$ cat src/rtl/apb_regfile_completer.sv
// ============================================================================
// Module   : apb_regfile_completer
// Brief    : APB4 completer for a bank of word-wide registers with wait states,
//            PSLVERR signalling, byte strobes, read-only masking and write pulses.
// Revision : 1.0 - initial release
// ============================================================================
`default_nettype none

module apb_regfile_completer #(
    parameter int                    DATA_WIDTH  = 32,
    parameter int                    ADDR_WIDTH  = 12,
    parameter int                    NUM_REGS    = 8,
    parameter int                    WAIT_STATES = 0,
    parameter logic [NUM_REGS-1:0]   RO_MASK     = '0,
    parameter logic [DATA_WIDTH-1:0] RESET_VAL   = '0
) (
    input  logic                           PCLK,
    input  logic                           reset,
    input  logic                           PSEL,
    input  logic                           PENABLE,
    input  logic                           PWRITE,
    input  logic [ADDR_WIDTH-1:0]          PADDR,
    input  logic [DATA_WIDTH-1:0]          PWDATA,
    input  logic [DATA_WIDTH/8-1:0]        PSTRB,
    output logic [DATA_WIDTH-1:0]          PRDATA,
    output logic                           PREADY,
    output logic                           PSLVERR,
    input  logic [NUM_REGS*DATA_WIDTH-1:0] HwIn,
    output logic [NUM_REGS*DATA_WIDTH-1:0] RegOut,
    output logic [NUM_REGS-1:0]            WrPulse
);

    localparam int c_STRB_W = DATA_WIDTH / 8;
    localparam int c_LSB    = (c_STRB_W > 1) ? $clog2(c_STRB_W) : 0;
    localparam int c_IDX_W  = (NUM_REGS > 1) ? $clog2(NUM_REGS) : 1;
    localparam int c_IDXF_W = ADDR_WIDTH - c_LSB;

    typedef enum logic [0:0] {
        S_IDLE   = 1'b0,
        S_ACCESS = 1'b1
    } state_t;

    state_t                r_state;
    state_t                w_state_nxt;
    logic                  w_setup;
    logic                  w_complete;
    logic                  w_cnt_dec;
    logic                  w_commit;
    logic                  w_ready;

    logic [3:0]            r_cnt;
    logic                  r_write;
    logic [c_IDX_W-1:0]    r_idx;
    logic [DATA_WIDTH-1:0] r_wdata;
    logic [c_STRB_W-1:0]   r_strb;
    logic                  r_err;
    logic [DATA_WIDTH-1:0] r_rdata;
    logic [NUM_REGS-1:0]   r_wrpulse;

    logic [c_IDXF_W-1:0]   w_idx_full;
    logic [c_IDX_W-1:0]    w_idx;
    logic                  w_misaligned;
    logic                  w_in_range;
    logic                  w_err_now;
    logic [DATA_WIDTH-1:0] w_regs [NUM_REGS];

    // Address decode for the setup phase
    assign w_idx_full = PADDR[ADDR_WIDTH-1:c_LSB];
    assign w_idx      = w_idx_full[c_IDX_W-1:0];
    assign w_in_range = (32'(w_idx_full) < NUM_REGS);

    generate
        if (c_LSB > 0) begin : g_align
            assign w_misaligned = |PADDR[c_LSB-1:0];
        end else begin : g_noalign
            assign w_misaligned = 1'b0;
        end
    endgenerate

    assign w_err_now = w_misaligned || !w_in_range || (PWRITE && RO_MASK[w_idx]);

    always_ff @(posedge PCLK) begin
        if (reset) begin
            r_state <= S_IDLE;
        end else begin
            r_state <= w_state_nxt;
        end
    end

    always_comb begin
        w_state_nxt = r_state;
        w_setup     = 1'b0;
        w_complete  = 1'b0;
        w_cnt_dec   = 1'b0;
        case (r_state)
            S_IDLE: begin
                if (PSEL && !PENABLE) begin
                    w_setup     = 1'b1;
                    w_state_nxt = S_ACCESS;
                end
            end
            S_ACCESS: begin
                if (!PSEL) begin
                    w_state_nxt = S_IDLE;
                end else if (PENABLE) begin
                    if (r_cnt == 4'd0) begin
                        w_complete  = 1'b1;
                        w_state_nxt = S_IDLE;
                    end else begin
                        w_cnt_dec = 1'b1;
                    end
                end
            end
            default: w_state_nxt = S_IDLE;
        endcase
    end

    assign w_commit = w_complete && r_write && !r_err;

    always_ff @(posedge PCLK) begin
        if (reset) begin
            r_cnt     <= 4'd0;
            r_write   <= 1'b0;
            r_idx     <= '0;
            r_wdata   <= '0;
            r_strb    <= '0;
            r_err     <= 1'b0;
            r_rdata   <= '0;
            r_wrpulse <= '0;
        end else begin
            r_wrpulse <= '0;
            if (w_commit) begin
                r_wrpulse[r_idx] <= 1'b1;
            end
            if (w_setup) begin
                r_cnt   <= 4'(WAIT_STATES);
                r_write <= PWRITE;
                r_idx   <= w_idx;
                r_wdata <= PWDATA;
                r_strb  <= PSTRB;
                r_err   <= w_err_now;
                r_rdata <= w_err_now ? '0 : w_regs[w_idx];
            end else if (w_cnt_dec) begin
                r_cnt <= r_cnt - 4'd1;
            end
        end
    end

    generate
        for (genvar gi = 0; gi < NUM_REGS; gi++) begin : g_reg
            if (RO_MASK[gi]) begin : g_ro
                assign w_regs[gi]                            = HwIn[gi*DATA_WIDTH +: DATA_WIDTH];
                assign RegOut[gi*DATA_WIDTH +: DATA_WIDTH]   = '0;
            end else begin : g_rw
                logic [DATA_WIDTH-1:0] r_val;
                logic                  w_unused_hw;

                // Status input is only meaningful for read-only slots
                assign w_unused_hw = ^HwIn[gi*DATA_WIDTH +: DATA_WIDTH];

                always_ff @(posedge PCLK) begin
                    if (reset) begin
                        r_val <= RESET_VAL;
                    end else if (w_commit && (r_idx == c_IDX_W'(gi))) begin
                        for (int b = 0; b < c_STRB_W; b++) begin
                            if (r_strb[b]) begin
                                r_val[b*8 +: 8] <= r_wdata[b*8 +: 8];
                            end
                        end
                    end
                end

                assign w_regs[gi]                          = r_val;
                assign RegOut[gi*DATA_WIDTH +: DATA_WIDTH] = r_val;
            end
        end
    endgenerate

    // Response is decoded from registered state only
    assign w_ready = (r_state == S_ACCESS) && (r_cnt == 4'd0);
    assign PREADY  = w_ready;
    assign PSLVERR = w_ready && r_err;
    assign PRDATA  = (w_ready && !r_write) ? r_rdata : '0;
    assign WrPulse = r_wrpulse;

endmodule

`default_nettype wire
$ cat config.mk
export PLATFORM = sky130hd
export DESIGN_NAME = apb_regfile_completer
export DESIGN_NICKNAME = d
export VERILOG_FILES = /design/src/rtl/apb_regfile_completer.sv
export SDC_FILE = /design/constraint.sdc
export NUM_CORES = 1
export LEC_CHECK = 0
export CAP_MARGIN = 25
export CELL_PAD_IN_SITES_DETAIL_PLACEMENT = 1
export CELL_PAD_IN_SITES_GLOBAL_PLACEMENT = 1
export CORE_AREA = 3 3 237 239
export CTS_CLUSTER_SIZE = 16
export DETAILED_ROUTE_END_ITERATION = 7
export DIE_AREA = 0 0 240 242
export PLACE_DENSITY_LB_ADDON = 0.1
export SETUP_SLACK_MARGIN = 0.15
export SLEW_MARGIN = 20
export SYNTH_ARGS = -nofsm -noshare
export SYNTH_HDL_FRONTEND = slang
export SYNTH_SLANG_ARGS = --single-unit
$ cat constraint.sdc
create_clock -name PCLK -period 2.02 [get_ports PCLK]
set_clock_uncertainty 0.05 [all_clocks]
set_input_delay 0.303 -clock PCLK [delete_from_list [all_inputs] [get_ports PCLK]]
set_output_delay 0.303 -clock PCLK [all_outputs]
set_load 0.1 [all_outputs]
# [Word-level counts from Yosys, hierarchy flattened]
# Memory sizes are Yosys's and may differ from the RTL's.
# Cells that the tools add are included.
[word_totals] reg_bits=342 latch_bits=0 ramBits=0 romBits=8 inputBits=309 output_inout_bits=298 wordCells=138 n_memories=1
[classes] addsub=1 multipliers=0 n_div=0 n_lt_le_gt_ge=5 n_eq_ne=7 shift=0 muxes=21 n_bitwise=3 reduce_logical=59
[memory_table] name="(no name shown)" words=8 word_bits=1 rd=1 rd_clocked_by_memory_dff=0 wr=0 line_no="80" text="assign w_err_now = w_misaligned || !w_in_range || (PWRITE && RO_MASK[w_idx]);"
[op_table] op="32-bit 2-to-1 mux" n=4
[op_table] op="32-bit binary-select mux with 3-bit select" n=1
[op_table] op="2-bit AND reduction" n=32
[op_table] op="1-bit logical AND" n=16
[op_table] op="1-bit 2-to-1 mux" n=14
[op_table] op="3-bit == test (second input constant)" n=4
[op_table] op="10-bit by 4-bit < comparator with 1-bit output (second input constant)" n=1
[op_table] op="3-bit by 4-bit < comparator with 1-bit output (second input constant)" n=2
[op_table] op="3-bit by 2-bit == test with 1-bit output (second input constant)" n=2
[op_table] op="2-bit OR reduction" n=3
[op_table] op="4-bit greater-or-equal comparator (second input constant)" n=1
[op_table] op="1-bit zero test" n=4
[op_table] op="4-bit zero test" n=1
[op_table] op="3-bit inverter with 4-bit output" n=1
[op_table] op="4-bit by 1-bit subtractor with 4-bit output (second input constant)" n=1
[op_table] op="1-bit demux with 3-bit select" n=1
[op_table] op="3-bit by 1-bit == test with 1-bit output (second input constant)" n=1
[op_table] op="3-bit by 1-bit greater-or-equal comparator with 1-bit output (second input constant)" n=1
[op_table] op="3-bit zero test" n=1
[op_table] op="1-bit logical OR" n=2
[op_table] op="1-bit inverter" n=2
[op_table] op="1-bit case mux with 2 select lines" n=1

# [Depth between registers and ports, before layout]
[depth] word_depth=9 mapped_depth=7 ltp_nobuf=5

# [Least setup slack after synthesis]
# No wires, ideal clock.
[synth_path] path_kind="register -> output" startpoint="register r_cnt[0]" endpoint="output PSLVERR" arrival_time_ps=2084 required_time_ps=1667 path_slack_ps=-417 stages_incl_launch_ff=7 path_buffers=2 path_cell_list="dfxtp_1 inv_1 ha_1 and4bb_1 buf_4 buf_4 and2_1"
[synth_via] elab_chain_len=3
[synth_rtl] element="start: declaration" line_no="51" text="logic [3:0] r_cnt;"
[synth_rtl] element="start signal: assignment" line_no="136" text="r_cnt <= 4'(WAIT_STATES);"
[synth_rtl] element="start signal: assignment" line_no="144" text="r_cnt <= r_cnt - 4'd1;"
[synth_rtl] element="4-bit zero test" line_no="180" text="assign w_ready = (r_state == S_ACCESS) && (r_cnt == 4'd0);"
[synth_rtl] element="1-bit logical AND" line_no="180"
[synth_rtl] element="named net PREADY" line_no="26" text="output logic PREADY,"
[synth_rtl] element="1-bit logical AND" line_no="182" text="assign PSLVERR = w_ready && r_err;"
[synth_rtl] element="end: declaration" line_no="27" text="output logic PSLVERR,"
# The timed path passes the listed nets, and every way through them passes these cells.

# [Worst setup path in the final report]
[layout_path] startpoint="register r_cnt[1]" endpoint="output PRDATA[15]"
[layout_via] elab_chain_len=4
[layout_rtl] element="4-bit zero test" line_no="180"
[layout_rtl] element="1-bit logical AND" line_no="180"
[layout_rtl] element="1-bit logical AND" line_no="183" text="assign PRDATA = (w_ready && !r_write) ? r_rdata : '0;"
[layout_rtl] element="32-bit 2-to-1 mux" line_no="183"
[layout_rtl] element="end: declaration" line_no="25" text="output logic [DATA_WIDTH-1:0] PRDATA,"
# No other way between the ends.

==> results.toml <==
[timing]
worst_pin_slew_ns = 0.436
rsz0062_at_grt = "true"
drv_slew = 0
worst_slack_ns = -0.517
setup_viol = 290
min_period_ns = 2.54
fmaxAchievable_mhz = 394
whs_ns = 0.180
finalCritPeriodShare_pct = 126
slew_headroom_pct = 70.5
final-hold-violation-count = 0

[logic_synthesis]
syn_inst = 1358
yosysTopAreaCellShare_pct = 46.0
yosys-top-cells-count = "371 x nand2_1, 342 x dfxtp_1, 258 x mux2i_1, 60 x clkbuf_1, 53 x mux4_2"
ys_ff_latch = 342
ys_types = 44
yosysTopAreaCell = "dfxtp_1"
ys_warn_count = 0
seq_area_frac_synth_pct = 46.0
async_reset_ff_share_pct = 0
ys.flop_type = "dfxtp_1"
synthTopCellsByArea = "dfxtp_1 46%, mux2i_1 17%, nand2_1 9.4%"
postSynthAreaPerCell_sq_um = 11.0
synth_edf_count = 0
synth.net_count = 1669
yosysMostFrequentCell = "nand2_1"
syn_area_sq_mm = 0.0149

[routing]
drtPass1Iterations = 4
drtIter0Drc = 566
wl_per_cell_um = 23.9
wirelength_um = 59900
drc = 0
vias_per_cell = 4.83
ant_nets = 0
vias = 12100

[cts]
ctsHtreeMaxLevel = 2
clk_latency_ns = 0.56
cts_hold_buf = 0
numCtsBuffers = 42
cts_root_buffer = "clkbuf_16"
cts.clk_slew.worst_paths_ns = 0.06
cts_tree = "yes"
cts.sinks = 342
cts_buffer_depth = 3

[setup_path]
critical_path.cell_chain = "inv_2, ha_4, and4bb_4, nor2b_4, buf_4, buf_12, and2_4, buf_12"
arrival_ns = 2.18
cpMostUsedCell = "buf_12"
critPathBufInv = 4
rr_worst_depth = 13
crit_path_start_kind = "flip-flop"
cp-end-kind = "output pin"
path_delay_family = "simple AND/OR/NAND/NOR gates"
crit_fanout = 16
worstReg2RegEnd = "g_reg[0].g_rw.r_val[8]"
path_class = "flip-flop to output pin"
cpMaxStageDelayCell = "dfxtp_2"
critPathRequiredTime_ns = 1.67
timing.rr.start = "r_cnt[1]"
critPathMaxStageDelay_ns = 0.32
r2r_setup_slack_ns = -0.16

[floorplan]
die_h_um = 242
num_rows = 85
die_area_sq_mm = 0.0581
die_w_um = 240
fp.coreArea_sq_mm = 0.0540
ioPinCount = 607
initial_core_util_pct = 27.6

[finish]
drive_gt1_share_pct = 36.6
final-seq-area_sq_mm = 0.00685
design_area_sq_mm = 0.0218
fin_nets = 2091
multi_input_area_sq_mm = 0.00773
syn_to_final_growth_pct = 46.7
utilization_pct = 40.4
fillers = 5819

[placed_design]
place_congestion = 0.770
place_area_sq_mm = 0.0200
port_buffers = 350
dp_hpwl_um = 42900

[global_routing]
first_global_vias = 12700
track_usage_pct = 20.3
antenna_found_initial = 8
grt_pass1_wl_um = 87800
grt.overflow.total = 0
grt_max_degree = 45

[status]
violations = "setup timing"
status = "finished with violations"

[power_and_ir_drop]
peakVddDrop_uv = 515
p_leak_nw = 10.2
p_per_area_mw_per_mm2 = 707

[hold_path]
hold_end = "r_idx[1]"
hold_depth = 4
min_from = "PADDR[3]"
hold_path.class = "input pin to flip-flop"

[run]
maxCapViolCount = 0
what timing repair did:
item | 4_1_cts | 5_1_grt
gates resized for setup | 25 | 20
pin swaps | 1 | 5
endpoints found under the setup margin | 65 | 328
setup buffers | 16 | 4
gates cloned | 3 | 1
hold endpoints to repair | 0 | 0
registers in the layout (all words and copies together) (netlist names):
register,flops
r_write,1
r_rdata,32
WrPulse,8
r_idx,3
g.g_rw.r_val,256
r_wdata,32
r_cnt,4
r_strb,4
r_state,1
r_err,1
cell families after synthesis:
| group | Yosys count | synth area share [%] |
|---|---|---|
| buffers and inverters | 100 | 3.50 |
| AOI/OAI and AO/OA | 78 | 3.54 |
| adders and majority gates | 2 | 0.168 |
| and+or+nand+nor | 482 | 17.1 |
| muxes | 354 | 29.7 |
| DFF | 342 | 46.0 |
worst max-delay path by stage:
stage / startpoint / slack, ns / cells after the start / end
floorplan: r_cnt[0] / 0.14 / 7 / PRDATA[0]
global placement: PSEL / -0.11 / 5 / r_rdata[2]
detailed placement: PSEL / -0.13 / 5 / r_rdata[1]
CTS: r_cnt[0] / -0.56 / 9 / PRDATA[24]
global route: r_cnt[1] / -0.62 / 9 / PRDATA[24]
finish: r_cnt[1] / -0.52 / 8 / PRDATA[15]
metrics by stage:
stage / setup WS, ns / std cells / power [mW] / TNS, ns
2_1_floorplan: 0.136 / 1358 / 7.39 / 0
3_3_place_gp: -0.109 / 2408 / 7.84 / -6.83
3_5_place_dp: -0.134 / 2408 / 7.85 / -14.53
4_1_cts: -0.561 / 2504 / 15.7 / -19.14
5_1_grt: -0.618 / 2509 / 16.0 / -60.84
6_report: -0.517 / 2510 / 15.4 / -37.76
cell usage in the layout (no fill, tap or decap), drive strengths merged, types with 2 or more instances in the layout:
cell type | Yosys | layout
buf | 36 | 425
nand2 | 371 | 371
dfxtp | 342 | 342
mux2i | 258 | 258
mux4 | 64 | 64
clkbuf | 60 | 62
clkdlybuf4s50 | 0 | 48
a21oi | 40 | 40
and2 | 38 | 38
mux2 | 32 | 32
a22o | 32 | 32
nand4 | 30 | 30
clkinv | 1 | 10
nor2 | 6 | 6
nor4 | 6 | 6
and4 | 5 | 5
inv | 3 | 5
and2b | 4 | 4
bufinv | 0 | 4
or3 | 3 | 3
nor4b | 3 | 3
nor2b | 3 | 3
nand3 | 2 | 2
nor3 | 2 | 2
nand2b | 2 | 2
nor3b | 2 | 2
ha | 2 | 2
final cells by class:
type                    count  area share (%)
multi-input cells         916            35.4
flip-flops and latches    342            31.4
repair buffers            474            22.8
clock buffers              61            5.51
well taps                 696            3.99
clock inverters            16           0.854
inverters                   4           0.103
diodes                      1          0.0115
power breakdown:
group          switching, mW  internal (mW)
logic                  0.542          0.402
clock network           3.03           4.65
registers             0.0292           6.78
total                   3.60           11.8
routing by layer:
layer / routed length, um / up-vias / track usage [%]
li1: - / 5627 / -
met1: 27700 / 6081 / 27.6
met2: 26400 / 350 / 31.3
met3: 4940 / 59 / 6.83
met4: 851 / 12 / 4.19
met5: 80 / - / 0
worst min-delay path, delay by kind of cell:
| family | cells | cell delay, ns |
|---|---|---|
| AOI/OAI and AO/OA | 1 | 0.05 |
| and+or+nand+nor | 1 | 0.07 |
| buffers and inverters | 2 | 0.28 |
Note: power is estimated with default switching activity, not from simulation.
